## config.mk

```make
export PLATFORM = sky130hd
export DESIGN_NAME = avmm_read_arbiter
export DESIGN_NICKNAME = d
export VERILOG_FILES = /design/src/rtl/avmm_read_arbiter.sv
export SDC_FILE = /design/constraint.sdc
export NUM_CORES = 1
export LEC_CHECK = 0
export CELL_PAD_IN_SITES_DETAIL_PLACEMENT = 1
export CELL_PAD_IN_SITES_GLOBAL_PLACEMENT = 1
export CORE_AREA = 2 2 201 203
export CTS_CLUSTER_DIAMETER = 50
export CTS_CLUSTER_SIZE = 20
export DETAILED_ROUTE_END_ITERATION = 10
export DIE_AREA = 0 0 203 205
export GPL_ROUTABILITY_DRIVEN = 0
export MAX_ROUTING_LAYER = met4
export PLACE_DENSITY_LB_ADDON = 0.1
export SLEW_MARGIN = 10
export SYNTH_ARGS = -nofsm -noshare
export SYNTH_HDL_FRONTEND = slang
export SYNTH_SLANG_ARGS = --single-unit
```

## constraint.sdc

```tcl
create_clock -name clk -period 10.9 [get_ports clk]
set_clock_uncertainty 0.1 [all_clocks]
set_input_delay 2.18 -clock clk [delete_from_list [all_inputs] [get_ports clk]]
set_output_delay 2.18 -clock clk [all_outputs]
set_load 0.05 [all_outputs]
```

## src/rtl/avmm_read_arbiter.sv

```systemverilog
// Round-robin arbiter sharing one Avalon-MM burst read engine between N_REQ fetch clients.
// Each client gets a single pending slot; only one burst is outstanding at the reader.
module avmm_read_arbiter #(
  parameter int unsigned N_REQ   = 4,
  parameter int unsigned SDRAM_W = 128,
  localparam int unsigned GidW   = (N_REQ > 1) ? $clog2(N_REQ) : 1
) (
  input  logic                clk,
  input  logic                rst,
  input  logic [N_REQ-1:0]    req_start,
  input  logic [N_REQ*32-1:0] req_addr,
  input  logic [N_REQ*11-1:0] req_cnt,
  output logic [N_REQ-1:0]    req_drop,
  output logic [N_REQ-1:0]    rsp_valid,
  output logic [10:0]         rsp_idx,
  output logic [SDRAM_W-1:0]  rsp_data,
  output logic [31:0]         read_addr,
  output logic [10:0]         read_cnt,
  output logic                read_start,
  input  logic                out_valid,
  input  logic [10:0]         out_idx,
  input  logic [SDRAM_W-1:0]  out_data,
  output logic                busy,
  output logic [GidW-1:0]     grant_id
);

  typedef enum logic [1:0] {StIdle, StIssue, StWait} state_e;

  state_e             state_q, state_d;
  logic [N_REQ-1:0]   pend_q, pend_d;
  logic [31:0]        pend_addr_q [N_REQ];
  logic [31:0]        pend_addr_d [N_REQ];
  logic [10:0]        pend_cnt_q  [N_REQ];
  logic [10:0]        pend_cnt_d  [N_REQ];
  logic [GidW-1:0]    rr_q, rr_d;
  logic [GidW-1:0]    grant_d;
  logic [31:0]        read_addr_d;
  logic [10:0]        read_cnt_d;
  logic [N_REQ-1:0]   drop_d;
  logic               found;
  logic [GidW-1:0]    pick;
  int unsigned        scan_idx;
  logic               last_beat;

  // First pending slot at or after the RR pointer, wrapping.
  always_comb begin
    found    = 1'b0;
    pick     = '0;
    scan_idx = 0;
    for (int k = 0; k < N_REQ; k++) begin
      scan_idx = (32'(rr_q) + 32'(k)) % N_REQ;
      if (!found && pend_q[scan_idx[GidW-1:0]]) begin
        found = 1'b1;
        pick  = scan_idx[GidW-1:0];
      end
    end
  end

  assign last_beat = out_valid && (out_idx == read_cnt - 11'd1);

  always_comb begin
    state_d     = state_q;
    pend_d      = pend_q;
    pend_addr_d = pend_addr_q;
    pend_cnt_d  = pend_cnt_q;
    rr_d        = rr_q;
    grant_d     = grant_id;
    read_addr_d = read_addr;
    read_cnt_d  = read_cnt;
    drop_d      = '0;

    // Accepts only target clear slots; grants only clear set slots, so they never collide.
    for (int i = 0; i < N_REQ; i++) begin
      if (req_start[i]) begin
        if (pend_q[i] || req_cnt[i*11 +: 11] == 11'd0) begin
          drop_d[i] = 1'b1;
        end else begin
          pend_d[i]      = 1'b1;
          pend_addr_d[i] = req_addr[i*32 +: 32];
          pend_cnt_d[i]  = req_cnt[i*11 +: 11];
        end
      end
    end

    unique case (state_q)
      StIdle: begin
        if (found) begin
          grant_d      = pick;
          read_addr_d  = pend_addr_q[pick];
          read_cnt_d   = pend_cnt_q[pick];
          pend_d[pick] = 1'b0;
          state_d      = StIssue;
        end
      end
      StIssue: state_d = StWait;
      StWait: begin
        if (last_beat) begin
          state_d = StIdle;
          rr_d    = (32'(grant_id) == N_REQ - 1) ? '0 : grant_id + GidW'(1);
        end
      end
      default: state_d = StIdle;
    endcase
  end

  always_ff @(posedge clk or posedge rst) begin
    if (rst) begin
      state_q    <= StIdle;
      pend_q     <= '0;
      rr_q       <= '0;
      grant_id   <= '0;
      read_addr  <= '0;
      read_cnt   <= '0;
      read_start <= 1'b0;
      req_drop   <= '0;
      for (int i = 0; i < N_REQ; i++) begin
        pend_addr_q[i] <= '0;
        pend_cnt_q[i]  <= '0;
      end
    end else begin
      state_q     <= state_d;
      pend_q      <= pend_d;
      rr_q        <= rr_d;
      grant_id    <= grant_d;
      read_addr   <= read_addr_d;
      read_cnt    <= read_cnt_d;
      read_start  <= (state_d == StIssue);
      req_drop    <= drop_d;
      pend_addr_q <= pend_addr_d;
      pend_cnt_q  <= pend_cnt_d;
    end
  end

  always_comb begin
    rsp_valid = '0;
    for (int i = 0; i < N_REQ; i++) begin
      rsp_valid[i] = out_valid && (state_q == StWait) && (grant_id == GidW'(i));
    end
  end

  assign rsp_idx  = out_idx;
  assign rsp_data = out_data;
  assign busy     = (state_q != StIdle);

endmodule

```

==> Yosys cells after proc, flatten, opt, wreduce, memory -nomap -nowiden <==
Index checks and enable logic that the tools add are counted.
{ "word_totals": {"latchBits": 0, "romBits": 0, "n_memories": 0, "word_cells": 118, "regBits": 230, "ramBits": 0} }
{ "op_classes": {"bitwise": 7, "n_lt_le_gt_ge": 7, "div": 0, "shifts": 0, "mux": 46, "reduce_logical": 30, "mul": 0, "add_sub_neg": 5, "eq_ne": 7} }
{ "ops": {"columns": ["op", "n"], "rows": [
  ["$bmux 32 s2", 1],
  ["$mux 32", 2],
  ["$logic_not 11->1", 4],
  ["$mux 1", 25],
  ["$bmux 11 s2", 1],
  ["$mux 11", 2],
  ["$lt 2x3->1 const B", 5],
  ["$mux 2", 7],
  ["$reduce_and 2->1", 6],
  ["$eq 11x11->1", 1],
  ["$sub 11x1->11 const B", 1],
  ["$logic_and 1x1->1", 10],
  ["$bmux 1 s2", 4],
  ["$mux 4", 2],
  ["$eq 2x1->1 const B", 3],
  ["$eq 2x2->1 const B", 3],
  ["$pmux 2 s3", 1],
  ["$add 2x1->2 const B", 2],
  ["$add 2x2->2 const B", 2],
  ["$and 4x4->4", 1],
  ["$logic_not 2->1", 2],
  ["$logic_or 1x1->1", 4],
  ["$not 1->1", 4],
  ["$not 4->4", 1],
  ["other kinds (6)", 8]
]} }

==> Depth between registers and ports, before layout <==
Gate-level depths: netlist of run 1.
{ "depth": {"depth_word": 20, "depth_mapped": 8, "ltp_nobuf": 8} }

==> Worst setup path before layout of run 1 <==
Ideal clock, no wire load.
{ "synth_path": {"path_type": "input port to output port", "from": "input out_valid", "to": "output rsp_valid[0]", "path_slack_ns": 5.759, "t_arrival_ns": 2.861, "stages": 2, "required_time_ns": 8.620, "cell_sequence": "nor2b_1 > and3_1"} }
{ "synth_via": {"elab_chain_cells": 2} }
{ "synth_rtl": {"columns": ["element", "line", "rtl"], "rows": [
  ["start: declaration", "20", "input logic out_valid,"],
  ["$logic_and 1x1->1 (2 in series)", "137", "rsp_valid[i] = out_valid && (state_q == StWait) && (grant_id == GidW'(i));"],
  ["end: declaration", "14", "output logic [N_REQ-1:0] rsp_valid,"]
]} }
No other way between the ends.

==> Worst setup path after layout of run 1 <==
{ "layout_path": {"from": "input out_valid", "to": "output rsp_valid[1]"} }
Same word-level chain as after synthesis.

==> results of run 1 <==
## through the flow
step	worst slack, ns	util	hold WS, ns	total power (µW)
floorplan	2.32	-	0.364	2640
global placement	4.61	0.337	0.369	3060
detailed placement	4.61	0.337	0.380	3090
CTS	4.59	0.368	0.392	4290
global route	4.50	0.368	0.418	4470
finish	4.63	0.368	0.393	4210
## final timing paths
| check | slack [ns] | to | cells after the start | from |
|---|---|---|---|---|
| hold / removal | 0.39 | read_addr[23]$_DFFE_PP0P_ | 2 | read_addr[23]$_DFFE_PP0P_ |
| min in group asynchronous | 2.14 | grant_id[0]$_DFFE_PP0P_ | 2 | rst |
| setup reg to reg | 7.23 | read_addr[25]$_DFFE_PP0P_ | 7 | rr_q[1]$_DFFE_PP0P_ |
| hold reg to reg | 0.39 | read_addr[23]$_DFFE_PP0P_ | 2 | read_addr[23]$_DFFE_PP0P_ |
| setup / recovery | 4.63 | rsp_valid[1] | 4 | out_valid |
| max in group asynchronous | 7.10 | pend_cnt_q[22]$_DFFE_PP0P_ | 3 | rst |
## sequential cells by signal, indices dropped and copies added, names as in the netlist
| register | count |
|---|---|
| pend_addr_q | 128 |
| pend_cnt_q | 44 |
| read_addr | 32 |
| read_cnt | 11 |
| pend_q | 4 |
| req_drop | 4 |
| grant_id | 2 |
| rr_q | 2 |
| state_q | 2 |
| read_start | 1 |
## logic make-up (layout without fill, tap and decap cells)
group / Yosys count / count (layout)
AO/OA/AOI/OAI: 71 / 71
XOR/XNOR: 12 / 12
adder cells (fa/ha/maj): 5 / 5
buffers and inverters: 191 / 343
flip-flops: 230 / 230
multiplexers: 260 / 260
other: 0 / 9
AND/OR/NAND/NOR: 109 / 109
## layer usage
layer | wire (µm) | vias to the layer above | track usage | share of wire
li1 | - | 3256 | - | -
met1 | 14800 | 3759 | 0.212 | 0.36
met2 | 19600 | 391 | 0.318 | 0.47
met3 | 6080 | 71 | 0.129 | 0.15
met4 | 856 | 0 | 0.0508 | 0.021
met5 | 0 | - | - | 0
## cell usage in the layout (no fill, tap or decap), types with 7 or more instances in the layout
master / n
clkinv_2: 8
clkbuf_16: 36
mux2i_1: 86
mux2_2: 172
diode_2: 9
clkdlybuf4s50_1: 255
nand2_1: 52
dfrtp_1: 230
o221ai_1: 43
nor4_1: 10
a21oi_1: 7
and3_1: 7
buf_4: 10
inv_1: 10
## power breakdown
group / switching [µW] / total [µW] / internal [µW]
Combinational: 847 / 1540 / 692
Sequential: 249 / 1510 / 1260
Clock: 439 / 1160 / 725
Total: 1540 / 4210 / 2680
## worst max-delay path: stages
cell and delay [ns]:
clkdlybuf4s50_1 0.47, nor2b_1 0.33, and3_1 0.21, clkdlybuf4s50_1 0.80
## area by class of cell
type / count / area [µm²] / area share
clock buffer: 44 / 951 / 0.0656
tap: 525 / 657 / 0.0453
antenna: 9 / 22.5 / 0.00155
inverter: 12 / 52.6 / 0.00362
sequential: 230 / 5760 / 0.397
timing repair buffer: 265 / 2630 / 0.181
clock inverter: 22 / 267 / 0.0184
multi-input combinational: 457 / 4170 / 0.288
==> flow_metrics.py, run 1 <==
metrics = {
    "status": {
        "outcome": "finished, final reports clean",
    },
    "logic_synthesis": {
        "yosysSeqAreaShare": 0.518,
        "synth_warnings": 0,
        "synth_top_family_by_area": "multiplexers",
        "synth_compound_area_frac": 0.0523,
        "synth_simple_gate_area_frac": 0.0486,
        "yosysTopAreaCellShare": 0.518,
        "synth_top_area_cell": "dfrtp_1",
        "synth_commonest_cells": "dfrtp_1 (230), mux2_2 (172), buf_4 (139), mux2i_1 (86), nand2_1 (53)",
        "netlist_area_um2": 11100,
        "async_reset_ff_frac": 1.00,
        "ys_seq_elements": 230,
        "synth.distinct_cells": 41,
        "synth_fa_ha_area_frac": 0.00563,
        "synth_edf_count": 0,
        "synthTopCellsByArea": "dfrtp_1 (52%), mux2_2 (17%), buf_4 (9.4%)",
        "avgSynthCellArea_um2": 12.7,
        "synth_cells": 878,
        "syn_nets": 1201,
        "synthMuxAreaShare": 0.254,
        "synth_xor_area_frac": 0.00946,
        "yosys_most_used_dff": "dfrtp_1",
        "synth.most_common_cell": "dfrtp_1",
    },
    "global_routing": {
        "track_usage": 0.202,
        "grt_overflow": 0,
        "grt_first_pass_wirelength_um": 59300,
        "grt_start_max_net_pins": 120,
        "antenna_found_initial": 9,
        "grt_pass1_vias": 8175,
    },
    "place": {
        "dp_cells": 1489,
        "portBuffers": 255,
        "hpwl_um": 29700,
        "post_dp_cell_area_um2": 13300,
    },
    "die": {
        "io_pins": 512,
        "fp.dieW_um": 203,
        "initial_core_util": 0.282,
        "rows": 73,
        "core_area_um2": 39400,
        "die_y_um": 205,
        "die_area_um2": 41600,
    },
    "clock_network": {
        "cts_tree": "done",
        "postCtsResizedCells": 0,
        "hold_buffers": 0,
        "clk_transition_reported_paths_ns": 0.05,
        "cts_made_buffers": 36,
        "h-tree-depth": 2,
        "clock-root-buffer": "clkbuf_16",
        "clkSinkCount": 230,
        "clk_latency_ns": 0.53,
        "cts_post_setup_buffers_inserted": 0,
        "max-clock-path-buffers": 3,
    },
    "routing": {
        "wl_per_cell_um": 26.4,
        "avgViaCountPerCell": 4.78,
        "first_iter_violations": 256,
        "dr.pass1.iters": 4,
        "routed_wl_um": 41300,
        "via_count": 7477,
        "route.detailed.drc": 0,
        "antenna_left": 0,
    },
    "power": {
        "leakage_uw": 0.00652,
        "peakVddDrop_mv": 0.113,
        "power_density_nw_per_um2": 290,
    },
    "finish": {
        "drive_gt1_frac": 0.249,
        "final_cells": 1564,
        "area_delta_synth_final_pct": 30.5,
        "fin_nets": 1325,
        "fillers": 4155,
        "fin_area_um2": 14500,
    },
    "critical_path": {
        "startpoint_type": "input port",
        "cp.required_ns": 8.62,
        "crit_arrival_ns": 3.99,
        "critical_path_class": "input port to primary output",
        "endpoint_kind": "primary output",
        "critPathMaxFanout": 5,
    },
    "sta": {
        "slew-limit-headroom": 0.343,
        "hold_viol_final": 0,
        "tns_ns": 0,
        "worst_pin_slew_ns": 0.986,
        "grt_setup_unrepaired": "no",
        "setup_viol": 0,
        "fmax_ghz": 0.160,
        "period_share": 0.575,
        "maxSlewViolCount": 0,
        "fin_crit_ns": 6.27,
    },
    "run": {
        "drv_cap": 0,
    },
    "min_path": {
        "hp-class": "register to register",
    },
}
Power figures use the tool's default switching activity.
==> run 2, diff against run 1 <==
Clock period 10.9 ns to 5.9 ns, I/O delays scaled along.
==> run 2 against run 1 <==
Combinational power rose by 84%. Design area rose by 0.29%. First-iteration DRC count fell by 16%. Sequential cell count did not move. Non-clock buffer count rose by 1. Clock-buffer cell count fell by 3. Core utilization rose by 0.11 points. Clock power rose by 89%. Critical endpoint is now rsp_valid[3]. Largest cell class unchanged. Highest routed layer unchanged.
==> flow_metrics.py, run 2 (synthesis results as in run 1) <==
metrics = {
    "status": {
        "outcome": "finished, final reports clean",
    },
    "finish": {
        "final_common_cell": "clkdlybuf4s50_1",
        "fillers": 4146,
        "fin_util": 0.369,
        "fin_nets": 1326,
        "reg.largest.list": "pend_addr_q: 128 flops, pend_cnt_q: 44 flops, read_addr: 32 flops",
        "largest_register_ffs": 128,
        "drive_gt1_frac": 0.252,
        "final_cells": 1564,
        "area_delta_synth_final_pct": 30.9,
        "final_cell_mix": "clkdlybuf4s50_1 (255), dfrtp_1 (230), mux2_2 (172)",
        "largest-register": "pend_addr_q",
    },
    "critical_path": {
        "crit_path_frequent_cell": "clkdlybuf4s50_1",
        "rr_worst_depth": 6,
        "critical_path_class": "input port to primary output",
        "crit_arrival_ns": 3.02,
        "endpoint_kind": "primary output",
        "cp_slowest_cell": "clkdlybuf4s50_1",
        "critPathMaxFanout": 5,
        "slowest_delay_ns": 0.83,
        "cp.required_ns": 4.62,
        "crit_chain": "clkdlybuf4s50_1 -> nor2b_1 -> and3_1 -> clkdlybuf4s50_1",
        "startpoint_type": "input port",
    },
    "power": {
        "peakVddDrop_mv": 0.238,
        "leakage_uw": 0.00652,
        "power_density_nw_per_um2": 537,
    },
    "clock_network": {
        "cts_tree": "done",
        "cts_post_setup_buffers_inserted": 0,
        "clock-root-buffer": "clkbuf_16",
        "postCtsResizedCells": 0,
        "max-clock-path-buffers": 3,
        "hold_buffers": 0,
        "clk_latency_ns": 0.54,
        "cts_made_buffers": 36,
        "clkSinkCount": 230,
        "h-tree-depth": 2,
        "clk_transition_reported_paths_ns": 0.06,
    },
    "sta": {
        "slew-limit-headroom": 0.435,
        "tns_ns": 0,
        "fin_crit_ns": 4.30,
        "hold_viol_final": 0,
        "grt_setup_unrepaired": "no",
        "whs_ns": 0.385,
        "fmax_ghz": 0.233,
        "maxSlewViolCount": 0,
        "worst_pin_slew_ns": 0.848,
        "period_share": 0.728,
        "setup_viol": 0,
    },
    "routing": {
        "via_count": 7347,
        "avgViaCountPerCell": 4.70,
        "antenna_left": 0,
        "route.detailed.drc": 0,
        "routed_wl_um": 41300,
        "wl_per_cell_um": 26.4,
        "dr.pass1.iters": 4,
        "first_iter_violations": 214,
    },
    "global_routing": {
        "grt_pass1_vias": 8191,
        "antenna_found_initial": 9,
        "grt_overflow": 0,
        "grt_start_max_net_pins": 119,
        "track_usage": 0.203,
        "grt_first_pass_wirelength_um": 58900,
    },
    "die": {
        "die_y_um": 205,
        "initial_core_util": 0.282,
        "rows": 73,
        "fp.dieW_um": 203,
        "core_area_um2": 39400,
        "io_pins": 512,
        "die_area_um2": 41600,
    },
    "min_path": {
        "hp-class": "register to register",
        "holdPathStages": 2,
    },
    "run": {
        "drv_cap": 0,
    },
    "place": {
        "dp_cells": 1490,
        "portBuffers": 255,
        "hpwl_um": 29500,
    },
}
==> run 2: changes by cell type in the layout (fill, tap and decap cells not counted), sizes merged <==
cell,delta
buf,+1
clkinvlp,+4
clkinv,-5
inv,+1
clkbuf,-3
diode,+2
==> run 2: power breakdown <==
group	switching [µW]	internal, µW	total [µW]	leakage, µW
sequential	462	2320	2790	0.00283
combinational	1550	1280	2830	0.00310
clock	828	1360	2190	0.000584
==> run 2: area by class of cell <==
| type | count | area (µm²) | share of cell area |
|---|---|---|---|
| Timing Repair Buffer | 266 | 2660 | 0.183 |
| Clock buffer | 41 | 960 | 0.0660 |
| Inverter | 12 | 48.8 | 0.00335 |
| Multi-Input combinational cell | 457 | 4170 | 0.287 |
| Tap cell | 525 | 657 | 0.0452 |
| Antenna cell | 11 | 27.5 | 0.00189 |
| Clock inverter | 22 | 267 | 0.0183 |
| Sequential cell | 230 | 5760 | 0.396 |
==> run 2: critical path, delay by kind of cell <==
kind | cells | cell delay, ns
buf+inv | 2 | 1.29
simple gates | 2 | 0.54
==> run 2: final timing paths <==
| check | start | endpoint | slack, ns |
|---|---|---|---|
| max | out_valid | rsp_valid[3] | 1.60 |
| min | read_addr[26]$_DFFE_PP0P_ | read_addr[26]$_DFFE_PP0P_ | 0.39 |
| max reg2reg | rr_q[1]$_DFFE_PP0P_ | read_addr[22]$_DFFE_PP0P_ | 3.07 |
| min reg2reg | read_addr[26]$_DFFE_PP0P_ | read_addr[26]$_DFFE_PP0P_ | 0.39 |
| max in group asynchronous | rst | pend_addr_q[70]$_DFFE_PP0P_ | 4.02 |
| min in group asynchronous | rst | grant_id[0]$_DFFE_PP0P_ | 1.06 |
==> run 2: per-layer routing <==
metal  GRT usage  part of all wire  vias to the layer above  wire [µm]
met5           -                 0                        -          0
met4      0.0579             0.020                        0        833
met3       0.120              0.14                       67       5650
met2       0.322              0.47                      359      19500
met1       0.214              0.37                     3664      15300
li1            -                 -                     3257          -
==> run 2: per-stage QoR <==
step	setup slack, ns	total power [µW]	area (µm²)
floorplan	1.61	4880	11100
global placement	1.56	5660	13300
detailed placement	1.59	5700	13300
CTS	1.56	7950	14500
global route	1.52	8290	14500
finish	1.60	7810	14500
